<file path="config.mk">
export PLATFORM = sky130hd
export DESIGN_NAME = uart_core
export DESIGN_NICKNAME = d
export VERILOG_FILES = /design/src/rtl/uart_core.sv
export SDC_FILE = /design/constraint.sdc
export NUM_CORES = 1
export LEC_CHECK = 0
export BUFFER_PORTS_ARGS = -buffer_cell sky130_fd_sc_hd__buf_2
export CELL_PAD_IN_SITES_DETAIL_PLACEMENT = 1
export CELL_PAD_IN_SITES_GLOBAL_PLACEMENT = 1
export CORE_MARGIN = 3
export CORE_UTILIZATION = 28
export DETAILED_ROUTE_END_ITERATION = 12
export PLACE_DENSITY = 0.52
export SYNTH_ARGS = -nofsm -noshare
export SYNTH_HDL_FRONTEND = slang
export SYNTH_SLANG_ARGS = --single-unit
</file>
<file path="constraint.sdc">
create_clock -name clk -period 6 [get_ports clk]
set_input_delay 1.2 -clock clk [delete_from_list [all_inputs] [get_ports clk]]
set_output_delay 1.2 -clock clk [all_outputs]
set_load 0.05 [all_outputs]
</file>
<file path="src/rtl/uart_core.sv">
`default_nettype none
// ============================================================================
// Module   : uart_core
// Brief    : Full-duplex UART with TX/RX FIFOs, optional parity, 1-2 stop bits
// Revision : 1.0 - initial release
// ============================================================================

module uart_core_fifo #(
  parameter int WIDTH = 8,
  parameter int DEPTH = 4
) (
  input  logic             clk,
  input  logic             rstn,
  input  logic             push_i,
  input  logic [WIDTH-1:0] wdata_i,
  input  logic             pop_i,
  output logic [WIDTH-1:0] rdata_o,
  output logic             full_o,
  output logic             empty_o
);
  localparam int AW = $clog2(DEPTH);

  logic [WIDTH-1:0] mem_q [DEPTH];
  logic [AW:0]      wr_q;
  logic [AW:0]      rd_q;

  // Pointers carry one extra wrap bit so full and empty are distinguishable.
  always_ff @(posedge clk) begin
    if (!rstn) begin
      wr_q <= '0;
      rd_q <= '0;
    end else begin
      if (push_i) begin
        mem_q[wr_q[AW-1:0]] <= wdata_i;
        wr_q                <= wr_q + 1'b1;
      end
      if (pop_i) rd_q <= rd_q + 1'b1;
    end
  end

  assign rdata_o = mem_q[rd_q[AW-1:0]];
  assign empty_o = (wr_q == rd_q);
  assign full_o  = (wr_q[AW] != rd_q[AW]) && (wr_q[AW-1:0] == rd_q[AW-1:0]);
endmodule

module uart_core #(
  parameter int DATA_WIDTH = 8,
  parameter int BAUD_RATE  = 115200,
  parameter int CLK_FREQ   = 100_000_000,
  parameter int PARITY     = 0,
  parameter int STOP_BITS  = 1,
  parameter int FIFO_DEPTH = 4
) (
  input  logic                  clk,
  input  logic                  rstn,
  input  logic                  rx_sig,
  output logic                  tx_sig,
  input  logic [DATA_WIDTH-1:0] data_from_sensor,
  input  logic                  valid_from_sensor,
  output logic                  ready_to_sensor,
  output logic [DATA_WIDTH-1:0] sensor_data,
  output logic                  sensor_valid,
  input  logic                  sensor_ready,
  output logic                  parity_err,
  output logic                  frame_err,
  output logic                  overrun
);
  localparam int CPB = CLK_FREQ / BAUD_RATE;
  localparam int CW  = $clog2(2 * CPB);
  localparam int BW  = $clog2(DATA_WIDTH);
  localparam logic [CW-1:0] BIT_LAST  = CW'(CPB - 1);
  localparam logic [CW-1:0] HALF_LAST = CW'(CPB / 2 - 1);
  localparam logic [CW-1:0] STOP_LAST = CW'(STOP_BITS * CPB - 1);
  localparam logic [BW-1:0] IDX_LAST  = BW'(DATA_WIDTH - 1);
  localparam logic          PAR_ODD   = (PARITY == 1);
  localparam logic          PAR_EN    = (PARITY != 0);

  localparam logic [2:0] S_IDLE  = 3'd0;
  localparam logic [2:0] S_START = 3'd1;
  localparam logic [2:0] S_DATA  = 3'd2;
  localparam logic [2:0] S_PAR   = 3'd3;
  localparam logic [2:0] S_STOP  = 3'd4;

  // ---------------------------------------------------------------- TX path
  logic [DATA_WIDTH-1:0] tx_head;
  logic                  tx_full, tx_empty, tx_pop, tx_load, tx_alive_q;
  logic [2:0]            tx_state_q, tx_state_d;
  logic [CW-1:0]         tx_cnt_q, tx_cnt_d;
  logic [BW-1:0]         tx_idx_q, tx_idx_d;
  logic [DATA_WIDTH-1:0] tx_shift_q, tx_shift_d;
  logic                  tx_par_q, tx_par_d, tx_q, tx_d;

  uart_core_fifo #(.WIDTH(DATA_WIDTH), .DEPTH(FIFO_DEPTH)) u_tx_fifo (
    .clk(clk), .rstn(rstn), .push_i(valid_from_sensor && ready_to_sensor),
    .wdata_i(data_from_sensor), .pop_i(tx_pop), .rdata_o(tx_head),
    .full_o(tx_full), .empty_o(tx_empty)
  );

  always_comb begin
    tx_state_d = tx_state_q;
    tx_cnt_d   = tx_cnt_q + 1'b1;
    tx_idx_d   = tx_idx_q;
    tx_shift_d = tx_shift_q;
    tx_par_d   = tx_par_q;
    tx_d       = tx_q;
    tx_pop     = 1'b0;
    tx_load    = 1'b0;
    case (tx_state_q)
      S_START: if (tx_cnt_q == BIT_LAST) begin
        tx_state_d = S_DATA;
        tx_cnt_d   = '0;
        tx_idx_d   = '0;
        tx_d       = tx_shift_q[0];
      end
      S_DATA: if (tx_cnt_q == BIT_LAST) begin
        tx_cnt_d = '0;
        if (tx_idx_q == IDX_LAST) begin
          tx_state_d = PAR_EN ? S_PAR : S_STOP;
          tx_d       = PAR_EN ? tx_par_q : 1'b1;
        end else begin
          tx_idx_d   = tx_idx_q + 1'b1;
          tx_shift_d = tx_shift_q >> 1;
          tx_d       = tx_shift_q[1];
        end
      end
      S_PAR: if (tx_cnt_q == BIT_LAST) begin
        tx_state_d = S_STOP;
        tx_cnt_d   = '0;
        tx_d       = 1'b1;
      end
      S_STOP: tx_load = (tx_cnt_q == STOP_LAST);
      default: begin
        tx_cnt_d = '0;
        tx_load  = !tx_empty;
      end
    endcase
    // Both IDLE and end-of-STOP reload here, so back-to-back frames have no gap.
    if (tx_load) begin
      tx_cnt_d = '0;
      if (!tx_empty) begin
        tx_pop     = 1'b1;
        tx_state_d = S_START;
        tx_shift_d = tx_head;
        tx_par_d   = (^tx_head) ^ PAR_ODD;
        tx_d       = 1'b0;
      end else begin
        tx_state_d = S_IDLE;
        tx_d       = 1'b1;
      end
    end
  end

  always_ff @(posedge clk) begin
    if (!rstn) begin
      tx_state_q <= S_IDLE;
      tx_cnt_q   <= '0;
      tx_idx_q   <= '0;
      tx_shift_q <= '0;
      tx_par_q   <= 1'b0;
      tx_q       <= 1'b1;
      tx_alive_q <= 1'b0;
    end else begin
      tx_state_q <= tx_state_d;
      tx_cnt_q   <= tx_cnt_d;
      tx_idx_q   <= tx_idx_d;
      tx_shift_q <= tx_shift_d;
      tx_par_q   <= tx_par_d;
      tx_q       <= tx_d;
      tx_alive_q <= 1'b1;
    end
  end

  assign tx_sig          = tx_q;
  assign ready_to_sensor = tx_alive_q && !tx_full;

  // ---------------------------------------------------------------- RX path
  logic [DATA_WIDTH-1:0] rx_head;
  logic                  rx_full, rx_empty, rx_pop, rx_push, rx_done;
  logic                  rx_s1_q, rx_s2_q, rx_good, rx_bad_par;
  logic [2:0]            rx_state_q, rx_state_d;
  logic [CW-1:0]         rx_cnt_q, rx_cnt_d;
  logic [BW-1:0]         rx_idx_q, rx_idx_d;
  logic [DATA_WIDTH-1:0] rx_shift_q, rx_shift_d;
  logic                  rx_par_q, rx_par_d;
  logic                  perr_q, ferr_q, ovr_q;

  uart_core_fifo #(.WIDTH(DATA_WIDTH), .DEPTH(FIFO_DEPTH)) u_rx_fifo (
    .clk(clk), .rstn(rstn), .push_i(rx_push), .wdata_i(rx_shift_q),
    .pop_i(rx_pop), .rdata_o(rx_head), .full_o(rx_full), .empty_o(rx_empty)
  );

  always_comb begin
    rx_state_d = rx_state_q;
    rx_cnt_d   = rx_cnt_q + 1'b1;
    rx_idx_d   = rx_idx_q;
    rx_shift_d = rx_shift_q;
    rx_par_d   = rx_par_q;
    rx_done    = 1'b0;
    case (rx_state_q)
      S_START: if (rx_cnt_q == HALF_LAST) begin
        rx_cnt_d   = '0;
        rx_idx_d   = '0;
        rx_state_d = rx_s2_q ? S_IDLE : S_DATA;
      end
      S_DATA: if (rx_cnt_q == BIT_LAST) begin
        rx_cnt_d   = '0;
        rx_shift_d = {rx_s2_q, rx_shift_q[DATA_WIDTH-1:1]};
        rx_idx_d   = rx_idx_q + 1'b1;
        if (rx_idx_q == IDX_LAST) rx_state_d = PAR_EN ? S_PAR : S_STOP;
      end
      S_PAR: if (rx_cnt_q == BIT_LAST) begin
        rx_cnt_d   = '0;
        rx_par_d   = rx_s2_q;
        rx_state_d = S_STOP;
      end
      S_STOP: if (rx_cnt_q == BIT_LAST) begin
        rx_cnt_d   = '0;
        rx_done    = 1'b1;
        rx_state_d = S_IDLE;
      end
      default: begin
        rx_cnt_d = '0;
        if (!rx_s2_q) rx_state_d = S_START;
      end
    endcase
  end

  assign rx_bad_par = PAR_EN && (((^rx_shift_q) ^ rx_par_q) != PAR_ODD);
  assign rx_good    = rx_done && rx_s2_q && !rx_bad_par;
  assign rx_pop     = sensor_valid && sensor_ready;
  assign rx_push    = rx_good && (!rx_full || rx_pop);

  always_ff @(posedge clk) begin
    if (!rstn) begin
      rx_s1_q    <= 1'b1;
      rx_s2_q    <= 1'b1;
      rx_state_q <= S_IDLE;
      rx_cnt_q   <= '0;
      rx_idx_q   <= '0;
      rx_shift_q <= '0;
      rx_par_q   <= 1'b0;
      perr_q     <= 1'b0;
      ferr_q     <= 1'b0;
      ovr_q      <= 1'b0;
    end else begin
      rx_s1_q    <= rx_sig;
      rx_s2_q    <= rx_s1_q;
      rx_state_q <= rx_state_d;
      rx_cnt_q   <= rx_cnt_d;
      rx_idx_q   <= rx_idx_d;
      rx_shift_q <= rx_shift_d;
      rx_par_q   <= rx_par_d;
      ferr_q     <= rx_done && !rx_s2_q;
      perr_q     <= rx_done && rx_s2_q && rx_bad_par;
      ovr_q      <= rx_good && rx_full && !rx_pop;
    end
  end

  assign sensor_valid = !rx_empty;
  assign sensor_data  = sensor_valid ? rx_head : '0;
  assign parity_err   = perr_q;
  assign frame_err    = ferr_q;
  assign overrun      = ovr_q;
endmodule

`default_nettype wire

</file>
==> results of run 1 <==
==> worst min-delay path by stage <==
| stage | to | slack [ns] | cells after the start | startpoint |
|---|---|---|---|---|
| 6_report | rx_s2_q | 0.42 | 1 | rx_s1_q |
| 3_5_place_dp | rx_s2_q | 0.41 | 1 | rx_s1_q |
| 2_1_floorplan | rx_s2_q | 0.39 | 1 | rx_s1_q |
| 5_1_grt | rx_s2_q | 0.47 | 1 | rx_s1_q |
| 4_1_cts | rx_s2_q | 0.43 | 1 | rx_s1_q |
| 3_3_place_gp | rx_s2_q | 0.39 | 1 | rx_s1_q |
==> registers in the layout, indices dropped and copies added (netlist names), 3 cells and up, named ones only <==
register         count
tx_cnt_q            11
rx_cnt_q            11
u_rx_fifo.rd_q       3
u_rx_fifo.mem_q     32
rx_idx_q             3
u_tx_fifo.wr_q       3
u_tx_fifo.rd_q       3
rx_shift_q           8
u_rx_fifo.wr_q       3
tx_idx_q             3
tx_shift_q           8
tx_state_q           3
u_tx_fifo.mem_q     32
rx_state_q           3
==> per-stage QoR <==
stage	cell area (um2)	util (%)	cells	power, W
6_report	6631	33.74	766	0.002366
5_1_grt	6631	33.74	766	0.002493
4_1_cts	6631	33.74	766	0.002414
3_5_place_dp	6062	30.84	734	0.001399
3_3_place_gp	6062	30.84	734	0.001389
2_1_floorplan	5672	-	464	0.001324
==> final cells by class <==
cell class / count / area [um2] / share of cell area [%]
sequential: 136 / 3363 / 50.72
clock buffer: 17 / 425.4 / 6.415
timing repair buffer: 27 / 140.1 / 2.113
tap: 265 / 331.6 / 5.000
multi-input combinational: 292 / 2175 / 32.79
clock inverter: 15 / 143.9 / 2.170
inverter: 14 / 52.55 / 0.7925
==> layer usage <==
| layer | wire, um | up-vias | global-route usage, % | part of all wire [%] |
|---|---|---|---|---|
| li1 | - | 1709 | - | - |
| met1 | 5231 | 1710 | 14.13 | 47 |
| met5 | 0 | - | 0 | 0 |
| met3 | 333 | 14 | 3.260 | 3.0 |
| met2 | 5385 | 38 | 17.38 | 49 |
| met4 | 150 | 0 | 4.711 | 1.4 |
==> power groups by stage <==
| stage | clock network [W] | registers [W] | logic [W] |
|---|---|---|---|
| finish | 0.000996 | 0.00107 | 0.000300 |
| global route | 0.00107 | 0.00108 | 0.000338 |
| CTS | 0.00103 | 0.00107 | 0.000307 |
| detailed placement | 0 | 0.00109 | 0.000305 |
| global placement | 0 | 0.00109 | 0.000299 |
| floorplan | 0 | 0.00107 | 0.000257 |
==> critical path, delay by kind of cell (launching register included) <==
family / cells / cell delay, ns
buffers and inverters: 1 / 0.21
flip-flops: 1 / 0.66
AND/OR/NAND/NOR: 1 / 0.17
multiplexers: 1 / 0.56
==> cell usage in the layout (no fill, tap or decap), drive strengths merged, types with 8 or more instances in the layout <==
master  instances
nand2          23
buf            27
nand3          14
xor2           19
a21oi          17
edfxtp         64
mux4           16
mux2i          21
clkbuf         17
dfxtp          72
a211oi          8
and2           18
inv            18
or3             8
ha             17
xnor2          12
nor2           62
==> cells by family after synthesis <==
logic type	share of synthesized area (%)
AO/OA/AOI/OAI	5.008
XOR/XNOR	4.787
adder cells (fa/ha/maj)	3.750
buffers and inverters	2.471
flip-flops	59.30
multiplexers	10.32
other	0.06612
AND/OR/NAND/NOR	14.30
==> flow_metrics.py, run 1 <==
metrics = {
    "die": {
        "start_util_pct": 28.86,
        "rows": 51,
        "core-area_um2": 19650,
        "die_h_um": 148.3,
        "die_area_um2": 22000,
        "pin_count": 27,
        "die_x_um": 148.3,
    },
    "pwr": {
        "clock_power_share_pct": 42.1,
        "p_per_area_nw_per_um2": 356.8,
        "seqPwrFrac_pct": 45.2,
        "internal-power_w": 0.001726,
        "vdd_ir_drop_max_mv": 0.2223,
        "p_leak_nw": 2.364,
        "p_switching_w": 0.0006401,
        "switching_share_pct": 27.05,
        "comb_power_share_pct": 12.7,
    },
    "clock_network": {
        "cts.path.max_buffers": 2,
        "post_cts_buffers": 0,
        "insertion_delay_ns": 0.42,
        "htree_levels": 4,
        "cts_buffers": 17,
        "cts.repair.resized": 0,
        "clkTransAtPathRegs_ns": 0.06,
        "cts-root-buf": "clkbuf_16",
        "clkSinkCount": 136,
        "tritoncts": "yes",
        "postCtsHoldBufs": 0,
    },
    "timing": {
        "rsz0062_at_grt": "false",
        "layout_setup_ws_ns": 2.770,
        "holdWs_ns": 0.4247,
        "hold_viol": 0,
        "final-max-slew-violation-count": 0,
        "period_share_pct": 53.83,
        "fin_crit_ns": 3.230,
        "worst_slew_pin_slew_ns": 0.7829,
        "tns_ns": 0,
        "fmax_mhz": 309.6,
        "relSlewSlack_pct": 47.46,
        "final-setup-viol-count": 0,
        "skew_ns": 0.01100,
    },
    "global_routing": {
        "grt_pass1_wl_um": 19080,
        "grt_start_max_net_pins": 23,
        "track_usage_pct": 11.01,
        "grt_pass1_vias": 3658,
        "antenna_found_initial": 0,
        "grt_overflow": 0,
    },
    "critical_path": {
        "rrSetupSlack_ns": 3.10,
        "r2r_end": "u_rx_fifo.mem_q[3][7]",
        "end_kind": "output pin",
        "reg2reg_from": "rx_cnt_q[5]",
        "worstPathArrival_ns": 2.03,
        "path_max_fanout": 8,
        "critical_path_class": "flop to output pin",
        "r2r_cells": 4,
        "crit_slowest_cell": "dfxtp_1",
        "required_ns": 4.80,
        "cp_cell_sequence": "mux4_2, and2_1, buf_2",
        "critPathMaxStageDelay_ns": 0.66,
        "cp-start-kind": "flop",
        "crit_end": "sensor_data[3]",
    },
    "placement": {
        "place_congestion": 0.7070,
        "numPortBuffers": 25,
        "place_hpwl_um": 7839,
        "pre_cts_ws_ns": 2.591,
    },
    "worst_hold_path": {
        "hp-class": "flop to flop",
    },
    "yosys": {
        "syn_nets": 494,
        "synth_area_um2": 5672,
        "yosysTopAreaCellShare_pct": 33.88,
        "synth_edf_count": 64,
        "syn_inst": 464,
        "synth-seq-cells": 136,
        "synth_most_common_cell": "dfxtp_1",
        "yosysSeqAreaShare_pct": 59.30,
        "async_flop_share_pct": 0,
        "synth_flop_cell": "dfxtp_1",
        "yosysWarnings": 0,
        "yosys.area.top_type": "edfxtp_1",
        "synthDistinctLibCells": 48,
        "synth_area_leaders": "edfxtp_1 34%, dfxtp_1 25%, mux4_2 6.4%",
        "postSynthAreaPerCell_um2": 12.22,
        "synth_commonest_cells": "72 x dfxtp_1, 64 x edfxtp_1, 62 x nor2_1",
    },
    "final_layout": {
        "fillers": 2168,
        "layout-drive-gt1-share_pct": 16.17,
        "area_growth_pct": 16.92,
        "final_net_count": 518,
        "num_antenna_cells": 0,
    },
    "routing": {
        "drc": 0,
        "drtAntennaViolNets": 0,
        "dr.pass1.iters": 4,
        "drtIter0Drc": 138,
        "avgViaCountPerCell": 4.531,
        "routedWlPerCell_um": 14.49,
        "wl_um": 11100,
        "vias": 3471,
    },
    "run_status": {
        "status": "complete, no violations",
    },
    "run": {
        "drv_cap": 0,
    },
}
Power figures use the tool's default switching activity.
==> run 2: changes to the inputs <==
--- a/config.mk
+++ b/config.mk
@@ -11,7 +11,7 @@
 export CORE_MARGIN = 3
 export CORE_UTILIZATION = 28
 export DETAILED_ROUTE_END_ITERATION = 12
-export PLACE_DENSITY = 0.52
+export PLACE_DENSITY = 0.54
 export SYNTH_ARGS = -nofsm -noshare
 export SYNTH_HDL_FRONTEND = slang
 export SYNTH_SLANG_ARGS = --single-unit
==> constraint.sdc (replaced) <==
create_clock -name clk -period 2.9 [get_ports clk]
set_input_delay 0.58 -clock clk [delete_from_list [all_inputs] [get_ports clk]]
set_output_delay 0.58 -clock clk [all_outputs]
set_load 0.05 [all_outputs]
==> run 2 against run 1 <==
Non-clock buffer count up 4; final area up 0.96%; sequential share of layout area down 0.48 points; clock skew down 0.0033 ns; count of clock-buffer cells in the layout up 2; utilization up 0.32 points; via count up 0.78%; first-iteration DRC count down 12%; worst hold slack worse by 0.074 ns; die area unchanged; total power up 110%; largest power group unchanged.
==> flow_metrics.py, run 2 (synthesis gave the netlist of run 1 again) <==
metrics = {
    "pwr": {
        "seqPwrFrac_pct": 44.0,
        "comb_power_share_pct": 12.3,
        "clock_power_share_pct": 43.7,
        "p_per_area_nw_per_um2": 752.1,
        "p_leak_nw": 2.406,
        "vdd_ir_drop_max_mv": 0.4226,
        "internal-power_w": 0.003751,
        "switching_share_pct": 25.51,
        "p_switching_w": 0.001284,
    },
    "final_layout": {
        "final_cells": 770,
        "layout_commonest_cell": "dfxtp_1",
        "area_growth_pct": 18.05,
        "register_area_um2": 3363,
        "final_cell_mix": "72 x dfxtp_1, 64 x edfxtp_1, 62 x nor2_1",
        "fillers": 2180,
        "final_net_count": 522,
        "layout-drive-gt1-share_pct": 16.83,
        "multi_input_area_um2": 2175,
        "num_antenna_cells": 0,
    },
    "die": {
        "die_h_um": 148.3,
        "die_area_um2": 22000,
        "core-area_um2": 19650,
        "rows": 51,
        "pin_count": 27,
        "start_util_pct": 28.86,
        "die_x_um": 148.3,
    },
    "routing": {
        "dr.pass1.iters": 4,
        "avgViaCountPerCell": 4.543,
        "drc": 0,
        "drtAntennaViolNets": 0,
        "wl_um": 10970,
        "routedWlPerCell_um": 14.25,
        "vias": 3498,
        "drtIter0Drc": 121,
    },
    "critical_path": {
        "cp_cell_sequence": "mux4_2, and2_1, buf_2",
        "critPathMaxStageDelay_ns": 0.67,
        "cp-start-kind": "flop",
        "worstPathArrival_ns": 2.06,
        "critical_path_class": "flop to output pin",
        "required_ns": 2.32,
        "end_kind": "output pin",
        "path_max_fanout": 8,
        "crit_slowest_cell": "dfxtp_1",
    },
    "clock_network": {
        "cts.path.max_buffers": 2,
        "tritoncts": "yes",
        "htree_levels": 4,
        "insertion_delay_ns": 0.42,
        "post_cts_buffers": 0,
        "clkSinkCount": 136,
        "cts_buffers": 17,
        "cts-root-buf": "clkbuf_16",
        "postCtsHoldBufs": 0,
        "clkTransAtPathRegs_ns": 0.06,
        "cts.repair.resized": 0,
    },
    "worst_hold_path": {
        "hp-class": "primary input to flop",
    },
    "timing": {
        "final-setup-viol-count": 0,
        "tns_ns": 0,
        "layout_setup_ws_ns": 0.2559,
        "skew_ns": 0.007728,
        "fmax_mhz": 378.2,
        "period_share_pct": 91.18,
        "final-max-slew-violation-count": 0,
        "holdWs_ns": 0.3506,
        "relSlewSlack_pct": 52.53,
        "rsz0062_at_grt": "false",
        "fin_crit_ns": 2.644,
        "hold_viol": 0,
        "worst_slew_pin_slew_ns": 0.7029,
    },
    "placement": {
        "pre_cts_ws_ns": 0.4613,
        "place_congestion": 0.7234,
        "numPortBuffers": 25,
        "place_hpwl_um": 7541,
        "placed_cells": 738,
    },
    "global_routing": {
        "grt_pass1_vias": 3694,
        "antenna_found_initial": 0,
        "grt_overflow": 0,
        "grt_start_max_net_pins": 43,
        "track_usage_pct": 10.71,
        "grt_pass1_wl_um": 18770,
    },
    "run": {
        "drv_cap": 0,
    },
    "run_status": {
        "status": "complete, no violations",
    },
}
run 2: cell count changes in the layout (fill, tap and decap cells not counted), sizes merged:
cell / delta
inv: -2
clkinvlp: -2
buf: +4
bufinv: +2
clkbuf: +2
run 2: layout make-up:
type | instances | share of cell area (%)
Timing Repair Buffer | 31 | 2.542
Inverter | 14 | 0.7849
Multi-Input combinational cell | 292 | 32.48
Clock inverter | 13 | 2.542
Clock buffer | 19 | 6.466
Tap cell | 265 | 4.952
Sequential cell | 136 | 50.23
run 2: routing by layer:
metal  vias to the layer above  GRT usage (%)  wire, um  share of wire [%]
li1                       1720              -         -                  -
met1                      1724          13.25      5113                 47
met2                        40          17.77      5379                 49
met3                        14          2.986       305                2.8
met4                         0          4.296       171                1.6
met5                         -              0         0                  0
run 2: critical path: cells and delay by family, from the launching register on:
family	cells	cell delay, ns
and+or+nand+nor	1	0.17
DFF	1	0.67
buffers and inverters	1	0.20
muxes	1	0.60
run 2: final timing paths:
| kind | start | endpoint | slack, ns | cells after the start |
|---|---|---|---|---|
| max | flop | sensor_data[3] | 0.26 | 3 |
| min | rx_sig | rx_s1_q | 0.35 | 2 |
| max reg2reg | tx_cnt_q[0] | tx_state_q[1] | 0.46 | 6 |
| min reg2reg | rx_s1_q | rx_s2_q | 0.41 | 1 |
run 2: power by group through the flow:
stage / Combinational (W) / Clock (W) / Sequential, W
6_report: 0.000619 / 0.00220 / 0.00222
5_1_grt: 0.000704 / 0.00236 / 0.00224
4_1_cts: 0.000632 / 0.00227 / 0.00222
3_5_place_dp: 0.000630 / 0 / 0.00227
3_3_place_gp: 0.000617 / 0 / 0.00227
2_1_floorplan: 0.000532 / 0 / 0.00221
run 2: stage by stage:
step           power, W  utilization (%)  instance area, um2
3_5_place_dp   0.002896            31.00                6092
2_1_floorplan  0.002739                -                5672
4_1_cts        0.005125            34.07                6695
3_3_place_gp   0.002884            31.00                6092
6_report       0.005035            34.07                6695
5_1_grt        0.005305            34.07                6695
==> run 3: changes to the inputs <==
--- a/config.mk
+++ b/config.mk
@@ -11,7 +11,7 @@
 export CORE_MARGIN = 3
 export CORE_UTILIZATION = 28
 export DETAILED_ROUTE_END_ITERATION = 12
-export PLACE_DENSITY = 0.54
+export PLACE_DENSITY_LB_ADDON = 0.1
 export SYNTH_ARGS = -nofsm -noshare
 export SYNTH_HDL_FRONTEND = slang
 export SYNTH_SLANG_ARGS = --single-unit
==> run 3 against run 2 <==
Register-to-register slack got worse by 0.09 ns; cell count increased by 0.52%; first-iteration DRC count grew 36%; sequential power is essentially flat; highest routed layer unchanged; largest power group is now the clock network; global-route usage rose by 0.47 points.
==> flow_metrics.py, run 3 (synthesis gave the netlist of run 1 again) <==
metrics = {
    "run_status": {
        "status": "complete, no violations",
    },
    "critical_path": {
        "worstPathArrival_ns": 2.81,
        "path_max_fanout": 13,
        "cp_cell_sequence": "ha_1, or4b_1, or3_4, a211o_1, buf_4, xor2_1, nor2_1",
        "crit_slowest_cell": "or4b_1",
        "r2r_cells": 7,
        "worst-path-buf-inv": 1,
        "reg2reg_from": "tx_cnt_q[0]",
        "required_ns": 3.18,
        "cp-start-kind": "flop",
        "startpoint": "tx_cnt_q[0]",
        "rrSetupSlack_ns": 0.37,
        "end_kind": "flop",
        "critPathMaxStageDelay_ns": 0.48,
        "path_delay_family": "simple AND/OR/NAND/NOR gates",
        "critical_path_class": "flop to flop",
    },
    "timing": {
        "fmax_mhz": 394.8,
        "tns_ns": 0,
        "final-setup-viol-count": 0,
        "final-max-slew-violation-count": 0,
        "fin_crit_ns": 2.533,
        "holdWs_ns": 0.3504,
        "hold_viol": 0,
        "skew_ns": 0.01133,
        "rsz0062_at_grt": "false",
        "worst_slew_pin_slew_ns": 0.6117,
        "relSlewSlack_pct": 59.16,
        "period_share_pct": 87.35,
    },
    "clock_network": {
        "cts_buffers": 17,
        "post_cts_buffers": 0,
        "postCtsHoldBufs": 0,
        "htree_levels": 4,
        "cts.repair.resized": 0,
        "cts.path.max_buffers": 2,
        "clkSinkCount": 136,
        "insertion_delay_ns": 0.41,
        "clkTransAtPathRegs_ns": 0.06,
        "tritoncts": "yes",
        "cts-root-buf": "clkbuf_16",
    },
    "global_routing": {
        "antenna_found_initial": 0,
        "grt_start_max_net_pins": 43,
        "track_usage_pct": 11.18,
        "grt_pass1_wl_um": 19340,
        "grt_pass1_vias": 3783,
        "grt_overflow": 0,
    },
    "pwr": {
        "p_leak_nw": 2.430,
        "p_per_area_nw_per_um2": 758.9,
        "finalPower_w": 0.005113,
        "vdd_ir_drop_max_mv": 0.3897,
    },
    "die": {
        "die_x_um": 148.3,
        "pin_count": 27,
        "core-area_um2": 19650,
        "rows": 51,
        "die_h_um": 148.3,
        "die_area_um2": 22000,
        "start_util_pct": 28.86,
    },
    "placement": {
        "place_hpwl_um": 7811,
        "numPortBuffers": 25,
        "placed_cell_area_um2": 6122,
        "place_congestion": 0.7081,
    },
    "worst_hold_path": {
        "hp-class": "primary input to flop",
        "hold_end": "rx_s1_q",
        "hold_path_depth": 2,
        "hp-start": "rx_sig",
    },
    "routing": {
        "routedWlPerCell_um": 14.75,
        "drtAntennaViolNets": 0,
        "drc": 0,
        "wl_um": 11420,
        "avgViaCountPerCell": 4.523,
        "drtIter0Drc": 164,
        "dr.pass1.iters": 4,
        "vias": 3501,
    },
    "final_layout": {
        "register_area_um2": 3363,
        "final_net_count": 526,
        "layout-drive-gt1-share_pct": 17.68,
        "stdcell_area_um2": 6738,
        "fillers": 2136,
        "area_growth_pct": 18.80,
        "num_antenna_cells": 0,
        "final_cell_mix": "72 x dfxtp_1, 64 x edfxtp_1, 62 x nor2_1",
        "multi_input_area_um2": 2175,
        "layout_commonest_cell": "dfxtp_1",
    },
    "run": {
        "drv_cap": 0,
    },
}
[run 3: how the worst max path moves through the flow]
stage | depth (start not counted) | slack (ns) | to
finish | 7 | 0.37 | flop
global route | 7 | 0.18 | flop
CTS | 7 | 0.33 | flop
detailed placement | 7 | 0.35 | flop
global placement | 7 | 0.44 | u_tx_fifo.rd_q[0]
floorplan | 4 | 0.55 | u_rx_fifo.mem_q[3][0]
[run 3: through the flow]
stage / util [%] / std cells / setup slack, ns
finish: 34.28 / 774 / 0.3668
global route: 34.28 / 774 / 0.1835
CTS: 34.28 / 774 / 0.3322
detailed placement: 31.15 / 742 / 0.3549
global placement: 31.15 / 742 / 0.4366
floorplan: - / 464 / 0.5541
[run 3: per-layer routing]
layer	vias to the layer above	GRT usage, %	wire [um]
met1	1736	14.43	5504
met5	-	0	0
met2	32	18.31	5514
met4	0	3.603	112
li1	1725	-	-
met3	8	3.047	287
[run 3: area by class of cell]
type | instances | area share (%)
flip-flops and latches | 136 | 49.92
well taps | 265 | 4.921
multi-input cells | 292 | 32.27
clock buffers | 18 | 6.370
clock inverters | 14 | 2.767
repair buffers | 35 | 2.971
inverters | 14 | 0.7799
[run 3: power breakdown]
| part | switching (W) | internal, W | total [W] |
|---|---|---|---|
| sequential | 0.000122 | 0.00210 | 0.00222 |
| combinational | 0.000348 | 0.000296 | 0.000644 |
| clock | 0.000871 | 0.00138 | 0.00225 |
| total | 0.00134 | 0.00377 | 0.00511 |
